### config.mk
export PLATFORM = sky130hd
export DESIGN_NAME = rf_writeback_queue
export DESIGN_NICKNAME = d
export VERILOG_FILES = /design/src/rtl/rf_writeback_queue.sv
export SDC_FILE = /design/constraint.sdc
export NUM_CORES = 1
export LEC_CHECK = 0
export ABC_CLOCK_PERIOD_IN_PS = 3000
export CAP_MARGIN = 25
export CORE_ASPECT_RATIO = 0.8
export CORE_MARGIN = 3
export CORE_UTILIZATION = 35
export DETAILED_ROUTE_END_ITERATION = 8
export GPL_TIMING_DRIVEN = 0
export HOLD_SLACK_MARGIN = 0.12
export PLACE_DENSITY_LB_ADDON = 0.12
export SETUP_SLACK_MARGIN = 0.5
export SLEW_MARGIN = 10
export SYNTH_ARGS = -nofsm -noshare
export SYNTH_HDL_FRONTEND = slang
export SYNTH_SLANG_ARGS = --single-unit
export TNS_END_PERCENT = 1
### constraint.sdc
create_clock -name clk -period 3 [get_ports clk]
set_input_delay 0.75 -clock clk [delete_from_list [all_inputs] [get_ports clk]]
set_output_delay 0.75 -clock clk [all_outputs]
set_load 0.02 [all_outputs]
### src/rtl/rf_writeback_queue.sv
// In-order write-back FIFO feeding the register-file write port (A3/WD/WE), draining one entry per cycle.
// Define RF_WBQ_BYPASS_EN to enable rs1/rs2 read-bypass of still-pending writes.
module rf_writeback_queue #(
  parameter int DEPTH = 4,
  parameter int CNT_W = $clog2(DEPTH) + 1
) (
  input  logic             clk,
  input  logic             rst,
  input  logic             in_valid,
  output logic             in_ready,
  input  logic [4:0]       in_rd,
  input  logic [31:0]      in_data,
  output logic [4:0]       A3,
  output logic [31:0]      WD,
  output logic             WE,
  output logic [CNT_W-1:0] count,
  output logic             empty,
  output logic             full,
  input  logic [4:0]       rs1_addr,
  input  logic [4:0]       rs2_addr,
  output logic             rs1_hit,
  output logic [31:0]      rs1_data,
  output logic             rs2_hit,
  output logic [31:0]      rs2_data
);

  localparam int PTR_W = $clog2(DEPTH);

  logic [4:0]       rd_mem   [DEPTH];
  logic [31:0]      data_mem [DEPTH];
  logic [PTR_W-1:0] wr_ptr;
  logic [PTR_W-1:0] rd_ptr;
  logic [CNT_W-1:0] cnt;
  logic             push;
  logic             store;
  logic             pop;

  assign count    = cnt;
  assign empty    = (cnt == '0);
  assign full     = (cnt == CNT_W'(DEPTH));
  assign in_ready = !full;

  // Writes to x0 complete the handshake but are dropped before reaching storage.
  assign push  = in_valid && in_ready;
  assign store = push && (in_rd != 5'd0);
  assign pop   = !empty;

  assign WE = !empty;
  assign A3 = empty ? 5'd0  : rd_mem[rd_ptr];
  assign WD = empty ? 32'd0 : data_mem[rd_ptr];

  always_ff @(posedge clk) begin
    if (!rst) begin
      wr_ptr <= '0;
      rd_ptr <= '0;
      cnt    <= '0;
    end else begin
      if (store) wr_ptr <= wr_ptr + 1'b1;
      if (pop)   rd_ptr <= rd_ptr + 1'b1;
      cnt <= cnt + CNT_W'(store) - CNT_W'(pop);
    end
  end

  // Storage carries no reset; validity comes solely from the pointers and count.
  always_ff @(posedge clk) begin
    if (rst && store) begin
      rd_mem[wr_ptr]   <= in_rd;
      data_mem[wr_ptr] <= in_data;
    end
  end

`ifdef RF_WBQ_BYPASS_EN
  // Scan oldest to youngest so the youngest matching entry wins.
  always_comb begin
    rs1_hit  = 1'b0;
    rs1_data = 32'd0;
    rs2_hit  = 1'b0;
    rs2_data = 32'd0;
    for (int i = 0; i < DEPTH; i++) begin
      if (CNT_W'(i) < cnt) begin
        if ((rs1_addr != 5'd0) && (rd_mem[rd_ptr + PTR_W'(i)] == rs1_addr)) begin
          rs1_hit  = 1'b1;
          rs1_data = data_mem[rd_ptr + PTR_W'(i)];
        end
        if ((rs2_addr != 5'd0) && (rd_mem[rd_ptr + PTR_W'(i)] == rs2_addr)) begin
          rs2_hit  = 1'b1;
          rs2_data = data_mem[rd_ptr + PTR_W'(i)];
        end
      end
    end
  end
`else
  logic unused_bypass;
  assign unused_bypass = ^{rs1_addr, rs2_addr};
  assign rs1_hit  = 1'b0;
  assign rs1_data = 32'd0;
  assign rs2_hit  = 1'b0;
  assign rs2_data = 32'd0;
`endif

endmodule
==> results of run 1 <==
==> worst min-delay path by stage <==
stage | start | to | slack [ps] | cells past startpoint
final | wr_ptr[0] | wr_ptr[0] | 510 | 2
after global routing | wr_ptr[0] | wr_ptr[0] | 580 | 2
after CTS | wr_ptr[0] | wr_ptr[0] | 500 | 2
after detailed placement | wr_ptr[0] | wr_ptr[0] | 490 | 2
after global placement | wr_ptr[0] | wr_ptr[0] | 490 | 2
after floorplan | wr_ptr[1] | wr_ptr[1] | 470 | 2
==> state kept, by name, summed over array words and instances (netlist names), named ones only <==
| signal | flops |
|---|---|
| rd_mem | 20 |
| count | 3 |
| wr_ptr | 2 |
| data_mem | 128 |
| rd_ptr | 2 |
==> worst max-delay path, stage by stage, from the launching register on <==
cell and delay (ps):
dfxtp_2 340, buf_12 130, buf_12 150, mux4_2 490, nor2b_1 140, clkdlybuf4s15_2 260
==> power by group through the flow <==
| stage | Clock, mW | Sequential [mW] | Combinational [mW] |
|---|---|---|---|
| after floorplan | 0 | 2.67 | 1.76 |
| after global placement | 0 | 2.67 | 2.86 |
| after detailed placement | 0 | 2.67 | 2.89 |
| after CTS | 2.16 | 2.63 | 2.99 |
| after global routing | 2.25 | 2.65 | 3.16 |
| final | 2.10 | 2.63 | 2.91 |
==> final cells by class <==
type,instances,area [sq um],share of cell area
clock buffers,17,425.4,0.04855
flip-flops and latches,157,4627,0.5281
inverters,8,30.03,0.003427
clock inverters,15,162.7,0.01856
plain buffers,79,648.1,0.07397
repair buffers,96,947.2,0.1081
multi-input cells,172,1605,0.1832
well taps,253,316.6,0.03613
==> kinds of logic after synthesis <==
logic type                 count (synthesis)  synth area share
adders and majority gates                  7           0.01445
AOI/OAI and AO/OA                          2          0.004375
muxes                                     39            0.1297
buffers and inverters                     87           0.09300
DFF                                      157            0.7029
and+or+nand+nor                           55           0.05097
other                                      1         0.0005700
xor gates and xnor gates                   3          0.003995
==> metal layers <==
metal | global-route usage | routed length, um | up-vias
met5 | 0 | 0 | -
met4 | 0.04323 | 108 | 0
met3 | 0.04731 | 699 | 10
met2 | 0.2013 | 6178 | 96
met1 | 0.1683 | 5927 | 1672
li1 | - | - | 1563
==> placed cells by master (no fill, tap or decap), types with 5 or more instances in the layout <==
master and count:
edfxtp_1 148, buf_4 74, conb_1 66, clkdlybuf4s50_1 40
mux4_2 37, nor2b_1 36, buf_2 22, clkbuf_16 17
inv_1 8, buf_12 8, clkdlybuf4s15_2 8, dfxtp_1 7
ha_1 6, clkinv_4 6, buf_6 5, dlygate4sd2_1 5
clkdlybuf4s15_1 5
==> stage by stage <==
stage	hold slack, ps	cell area (sq um)	setup WS [ps]
after floorplan	467.7	6828	278.7
after global placement	485.7	7975	-901.9
after detailed placement	487.9	8068	-347.1
after CTS	504.9	8766	277.6
after global routing	576.9	8762	232.2
final	509.7	8762	315.1
==> what timing repair did <==
| action | CTS | global route |
|---|---|---|
| gates resized for setup | 166 | 7 |
| setup endpoints to repair | 130 | 43 |
| buffers inserted | 7 | 0 |
| pin swaps | 1 | 1 |
| cloned | 2 | 0 |
==> metrics.txt, run 1 <==
# TYPE chip_impl_metric gauge
chip_impl_metric{name="fin_setup_tns",unit="ps"} 0
chip_impl_metric{name="tritoncts_num_sinks",unit=""} 157
chip_impl_metric{name="arrival",unit="ps"} 1930
chip_impl_metric{name="vias_per_cell",unit=""} 4.192
chip_impl_metric{name="nets",unit=""} 588
chip_impl_info{name="synth.cells.most_frequent",value="edfxtp_1, buf_4, mux4_2, nor2b_1, dfxtp_1"} 1
chip_impl_metric{name="gp_congestion",unit=""} 0.6747
chip_impl_metric{name="r2r_setup_slack",unit="ps"} 470
chip_impl_metric{name="yosys_warnings",unit=""} 0
chip_impl_metric{name="clk_pin_slew",unit="ps"} 60
chip_impl_metric{name="drt_iter0_markers",unit=""} 214
chip_impl_info{name="synth_top_area_cell",value="edfxtp_1"} 1
chip_impl_metric{name="grt_start_max_net_pins",unit=""} 26
chip_impl_metric{name="antenna-diode-count",unit=""} 0
chip_impl_metric{name="setup_viol",unit=""} 0
chip_impl_info{name="hold_class",value="flip-flop to flip-flop"} 1
chip_impl_metric{name="crit_fanout",unit=""} 10
chip_impl_metric{name="min_period",unit="ps"} 2685
chip_impl_metric{name="drtPass1Iterations",unit=""} 4
chip_impl_metric{name="grt_overflow_total",unit=""} 0
chip_impl_metric{name="cts-htree-levels",unit=""} 4
chip_impl_info{name="grt_setup_unrepaired",value="yes"} 1
chip_impl_metric{name="synth_top_cell_area_share",unit=""} 0.6755
chip_impl_metric{name="cts_buffers",unit=""} 17
chip_impl_metric{name="fmaxAchievable",unit="MHz"} 372.5
chip_impl_metric{name="clock_skew",unit="ps"} 7.238
chip_impl_metric{name="place_inst",unit=""} 756
chip_impl_metric{name="post_cts_hold_buffer_count",unit=""} 0
chip_impl_metric{name="wl_per_cell",unit="um"} 16.20
chip_impl_info{name="critical_path.startpoint_type",value="flip-flop"} 1
chip_impl_metric{name="boundaryPins",unit=""} 160
chip_impl_metric{name="p_int",unit="mW"} 5.232
chip_impl_metric{name="post-route-period-util",unit=""} 0.8950
chip_impl_metric{name="globalRouteTotalUtil",unit=""} 0.1287
chip_impl_metric{name="io_buffer_count",unit=""} 83
chip_impl_metric{name="reg2reg_depth",unit=""} 11
chip_impl_metric{name="area_delta_synth_final",unit="%"} 33.19
chip_impl_metric{name="p_sw",unit="mW"} 2.420
chip_impl_metric{name="vias",unit=""} 3341
chip_impl_info{name="worstSetupEndpoint",value="WD[3]"} 1
chip_impl_metric{name="synth_area_per_cell",unit="sq um"} 18.74
chip_impl_metric{name="drive_above_1_share",unit=""} 0.3676
chip_impl_metric{name="die_outline_width",unit="um"} 159.3
chip_impl_metric{name="drv.max_cap_violation_count",unit=""} 0
chip_impl_metric{name="synth_seq_area_share",unit=""} 0.7029
chip_impl_info{name="status",value="complete, no violations"} 1
chip_impl_info{name="cts_tree",value="done"} 1
chip_impl_metric{name="leakage",unit="nW"} 3.292
chip_impl_metric{name="clkPwrFrac",unit=""} 0.275
chip_impl_info{name="ys_dominant_reg_cell",value="edfxtp_1"} 1
chip_impl_metric{name="ir_drop",unit="mV"} 0.5184
chip_impl_metric{name="timing_worst_slew_pin_value",unit="ps"} 626.2
chip_impl_metric{name="post_synth_instance_area",unit="sq um"} 6579
chip_impl_metric{name="core",unit="sq um"} 18280
chip_impl_metric{name="sw_frac_of_total",unit=""} 0.3163
chip_impl_metric{name="n_fill_cell",unit=""} 1628
chip_impl_metric{name="async_reset_ff_frac",unit=""} 0
chip_impl_metric{name="synth_seq_cells",unit=""} 157
chip_impl_metric{name="power_frac_comb",unit=""} 0.381
chip_impl_metric{name="initial_antenna_violation_count",unit=""} 0
chip_impl_metric{name="timing_hold_violations_final",unit=""} 0
chip_impl_metric{name="fin_cells",unit=""} 797
chip_impl_metric{name="dieArea",unit="sq um"} 20490
chip_impl_metric{name="slew_viol_final",unit=""} 0
chip_impl_metric{name="final_wirelength",unit="um"} 12910
chip_impl_info{name="clock-root-buffer",value="clkbuf_16"} 1
chip_impl_metric{name="buffer_depth_of_the_longest_clock_path",unit=""} 2
chip_impl_metric{name="worst_skew_pair.late_latency",unit="ps"} 420
chip_impl_metric{name="total_power",unit="mW"} 7.652
chip_impl_metric{name="max-slew-margin-rel",unit=""} 0.5825
chip_impl_info{name="worstSetupPathType",value="flip-flop to primary output"} 1
chip_impl_metric{name="estimated_wirelength_of_the_detail_placed_design",unit="um"} 8343
chip_impl_metric{name="floorplan.initialDensity",unit=""} 0.3599
chip_impl_metric{name="timing.critical_path.required",unit="ps"} 2250
chip_impl_info{name="netlist_top_cells_area",value="edfxtp_1, mux4_2, buf_4"} 1
chip_impl_metric{name="p_per_area",unit="nW/um^2"} 873.3
chip_impl_metric{name="yosys.cell_types.count",unit=""} 24
chip_impl_info{name="critical_path.endpoint_type",value="primary output"} 1
chip_impl_metric{name="drt.antenna.violating_nets",unit=""} 0
chip_impl_metric{name="post_synth_inst_count",unit=""} 351
chip_impl_metric{name="drcViolationCount",unit=""} 0
chip_impl_metric{name="floorplan.rows",unit=""} 44
chip_impl_info{name="reg2reg_from",value="count[0]"} 1
chip_impl_metric{name="grt_pass1_vias",unit=""} 3459
chip_impl_metric{name="grt_first_pass_wirelength",unit="um"} 19560
chip_impl_metric{name="pwr-share-seq",unit=""} 0.344
chip_impl_metric{name="number_of_flops_mapped_to_enable_cells_by_yosys",unit=""} 148
chip_impl_metric{name="die_y",unit="um"} 128.6
chip_impl_info{name="synthMostInstantiatedCell",value="edfxtp_1"} 1
chip_impl_metric{name="fin_util",unit=""} 0.4794
chip_impl_info{name="r2r_end",value="count[2]"} 1
Power figures use the tool's default switching activity.
==> run 2: changes to the inputs <==
ABC_AREA = 0   (was default)
==> results of run 2 <==
The final DEF is identical to that of run 1; final timing and power are the same.
==> run 3: changes to the inputs <==
CTS_BUF_LIST = sky130_fd_sc_hd__clkbuf_8   (was default)
==> run 3 against run 2 <==
Compared with the run above: combinational power shrank 4%; design area shrank 2.9%; critical endpoint is now WD[17]; register-to-register slack lost 20 ps; first-iteration DRC count shrank 2.3%; via count shrank 0.24%; die area is the same; clock skew grew 1.9 ps; fmax shrank 2.0%; highest routed layer unchanged; setup slack lost 54 ps; largest power group unchanged; global-route usage shrank 0.19 points; clock power shrank 27%.
==> metrics.txt, run 3 (same netlist as run 1, synthesis figures left out) <==
# TYPE chip_impl_metric gauge
chip_impl_metric{name="timing.critical_path.required",unit="ps"} 2250
chip_impl_metric{name="fmaxAchievable",unit="MHz"} 365.1
chip_impl_metric{name="clk_pin_slew",unit="ps"} 80
chip_impl_metric{name="cts-htree-levels",unit=""} 4
chip_impl_info{name="path_common_cell",value="buf_12"} 1
chip_impl_metric{name="worst_skew_pair.late_latency",unit="ps"} 450
chip_impl_metric{name="dieArea",unit="sq um"} 20490
chip_impl_metric{name="max-slew-margin-rel",unit=""} 0.5886
chip_impl_info{name="largest-register",value="data_mem"} 1
chip_impl_metric{name="drtPass1Iterations",unit=""} 4
chip_impl_metric{name="globalRouteTotalUtil",unit=""} 0.1268
chip_impl_metric{name="grt_start_max_net_pins",unit=""} 26
chip_impl_metric{name="area_delta_synth_final",unit="%"} 29.35
chip_impl_metric{name="antenna-diode-count",unit=""} 0
chip_impl_metric{name="boundaryPins",unit=""} 160
chip_impl_metric{name="post_cts_hold_buffer_count",unit=""} 0
chip_impl_metric{name="floorplan.initialDensity",unit=""} 0.3599
chip_impl_metric{name="cpPeakStageDelay",unit="ps"} 510
chip_impl_metric{name="arrival",unit="ps"} 1990
chip_impl_metric{name="clock_skew",unit="ps"} 9.164
chip_impl_metric{name="drcViolationCount",unit=""} 0
chip_impl_metric{name="setup_viol",unit=""} 0
chip_impl_info{name="worstSetupPathType",value="flip-flop to primary output"} 1
chip_impl_metric{name="drv.max_cap_violation_count",unit=""} 0
chip_impl_metric{name="leakage",unit="nW"} 3.163
chip_impl_metric{name="grt_pass1_vias",unit=""} 3443
chip_impl_metric{name="nets",unit=""} 585
chip_impl_metric{name="grt_met1_use",unit=""} 0.1640
chip_impl_info{name="crit_chain",value="buf_12 -> buf_12 -> mux4_2 -> nor2b_1 -> clkdlybuf4s15_2"} 1
chip_impl_info{name="grt_setup_unrepaired",value="yes"} 1
chip_impl_info{name="cp_top_family",value="buffers and inverters"} 1
chip_impl_metric{name="post-route-period-util",unit=""} 0.9129
chip_impl_metric{name="vias_per_cell",unit=""} 4.198
chip_impl_metric{name="estimated_wirelength_of_the_detail_placed_design",unit="um"} 8343
chip_impl_metric{name="die_outline_width",unit="um"} 159.3
chip_impl_metric{name="grt_overflow_total",unit=""} 0
chip_impl_metric{name="drt.antenna.violating_nets",unit=""} 0
chip_impl_info{name="clock-root-buffer",value="clkbuf_8"} 1
chip_impl_metric{name="drt_iter0_markers",unit=""} 209
chip_impl_metric{name="wl_per_cell",unit="um"} 15.90
chip_impl_info{name="grt_busiest_layer",value="met2"} 1
chip_impl_metric{name="vias",unit=""} 3333
chip_impl_metric{name="crit_fanout",unit=""} 10
chip_impl_metric{name="n_fill_cell",unit=""} 1649
chip_impl_metric{name="grt_use_met3",unit=""} 0.04860
chip_impl_metric{name="tritoncts_num_sinks",unit=""} 157
chip_impl_info{name="critical_path.startpoint_type",value="flip-flop"} 1
chip_impl_metric{name="drive_above_1_share",unit=""} 0.3604
chip_impl_info{name="critical_path.endpoint_type",value="primary output"} 1
chip_impl_metric{name="initial_antenna_violation_count",unit=""} 0
chip_impl_metric{name="p_per_area",unit="nW/um^2"} 818.4
chip_impl_info{name="hold_class",value="flip-flop to flip-flop"} 1
chip_impl_metric{name="cts_buffers",unit=""} 17
chip_impl_metric{name="core",unit="sq um"} 18280
chip_impl_metric{name="floorplan.rows",unit=""} 44
chip_impl_metric{name="hold-worst-slack",unit="ps"} 515.5
chip_impl_info{name="layout.cells.most_common",value="edfxtp_1"} 1
chip_impl_metric{name="timing_worst_slew_pin_value",unit="ps"} 617.0
chip_impl_metric{name="largest_register_ff_count",unit=""} 128
chip_impl_metric{name="timing_hold_violations_final",unit=""} 0
chip_impl_metric{name="critical_path_buf_inv_count",unit=""} 3
chip_impl_metric{name="ir_drop",unit="mV"} 0.4430
chip_impl_metric{name="seq_area",unit="sq um"} 4627
chip_impl_info{name="cts_tree",value="done"} 1
chip_impl_info{name="mostFrequentLayoutCells",value="edfxtp_1, buf_4, conb_1, clkdlybuf4s50_1"} 1
chip_impl_metric{name="grt_first_pass_wirelength",unit="um"} 19310
chip_impl_metric{name="die_y",unit="um"} 128.6
chip_impl_metric{name="slew_viol_final",unit=""} 0
chip_impl_metric{name="buffer_depth_of_the_longest_clock_path",unit=""} 2
chip_impl_metric{name="final_wirelength",unit="um"} 12630
chip_impl_metric{name="fin_setup_tns",unit="ps"} 0
chip_impl_metric{name="multiInputGateArea",unit="sq um"} 1603
chip_impl_info{name="status",value="complete, no violations"} 1
chip_impl_metric{name="min_period",unit="ps"} 2739
chip_impl_metric{name="gp_congestion",unit=""} 0.6747
chip_impl_metric{name="gr-usage-met2",unit=""} 0.2008
chip_impl_metric{name="io_buffer_count",unit=""} 83
chip_impl_info{name="critical_path.slowest_cell",value="mux4_2"} 1
run 3: cell types whose count changed in the layout (fill, tap and decap cells not counted), sizes merged:
cell           before  now
clkdlybuf4s50      40   41
buf               113   97
clkdlybuf4s15      13   15
dlygate4sd2         5    6
clkbuf             20   29
run 3: per-stage QoR:
stage	setup WS [ps]	area, sq um	instances	util	total power, mW
after floorplan	278.7	6828	416	-	4.429
after global placement	-901.9	7975	752	0.4363	5.531
after detailed placement	-347.1	8068	756	0.4414	5.562
after CTS	206.5	8571	793	0.4689	7.146
after global routing	156.1	8509	794	0.4656	7.374
final	261.3	8509	794	0.4656	6.964
run 3: layout make-up:
cell class,instances,area share
Buffer,79,0.07543
Clock buffer,17,0.02750
Clock inverter,15,0.01911
Inverter,8,0.003529
Multi-Input combinational cell,172,0.1884
Sequential cell,157,0.5437
Tap cell,253,0.03720
Timing Repair Buffer,93,0.1051
run 3: report_power, final:
group / total, mW / switching, mW / internal [mW]
clock network: 1.54 / 0.796 / 0.748
registers: 2.63 / 0.0667 / 2.56
logic: 2.79 / 1.44 / 1.35
run 3: what timing repair did:
action	in CTS	in global routing
cloned	1	0
setup buffers	4	1
pin swaps	1	0
endpoints found under the setup margin	81	61
gates resized for setup	123	20
run 3: routing by layer:
layer,up-vias,wire (um)
met4,0,113
li1,1551,-
met2,94,6044
met3,9,720
met1,1679,5748
met5,-,0
run 3: worst min-delay path: cells and delay by family, from the launching register on:
kind,cells,cell delay [ps]
AND/OR/NAND/NOR,1,70
multiplexers,1,60
flip-flops,1,350
run 3: worst paths after layout:
check	cells after the start	start	to	slack (ps)
hold reg to reg	2	wr_ptr[0]	wr_ptr[0]	520
hold / removal	2	wr_ptr[0]	wr_ptr[0]	520
setup / recovery	5	flip-flop	WD[17]	260
setup reg to reg	11	count[0]	count[2]	450
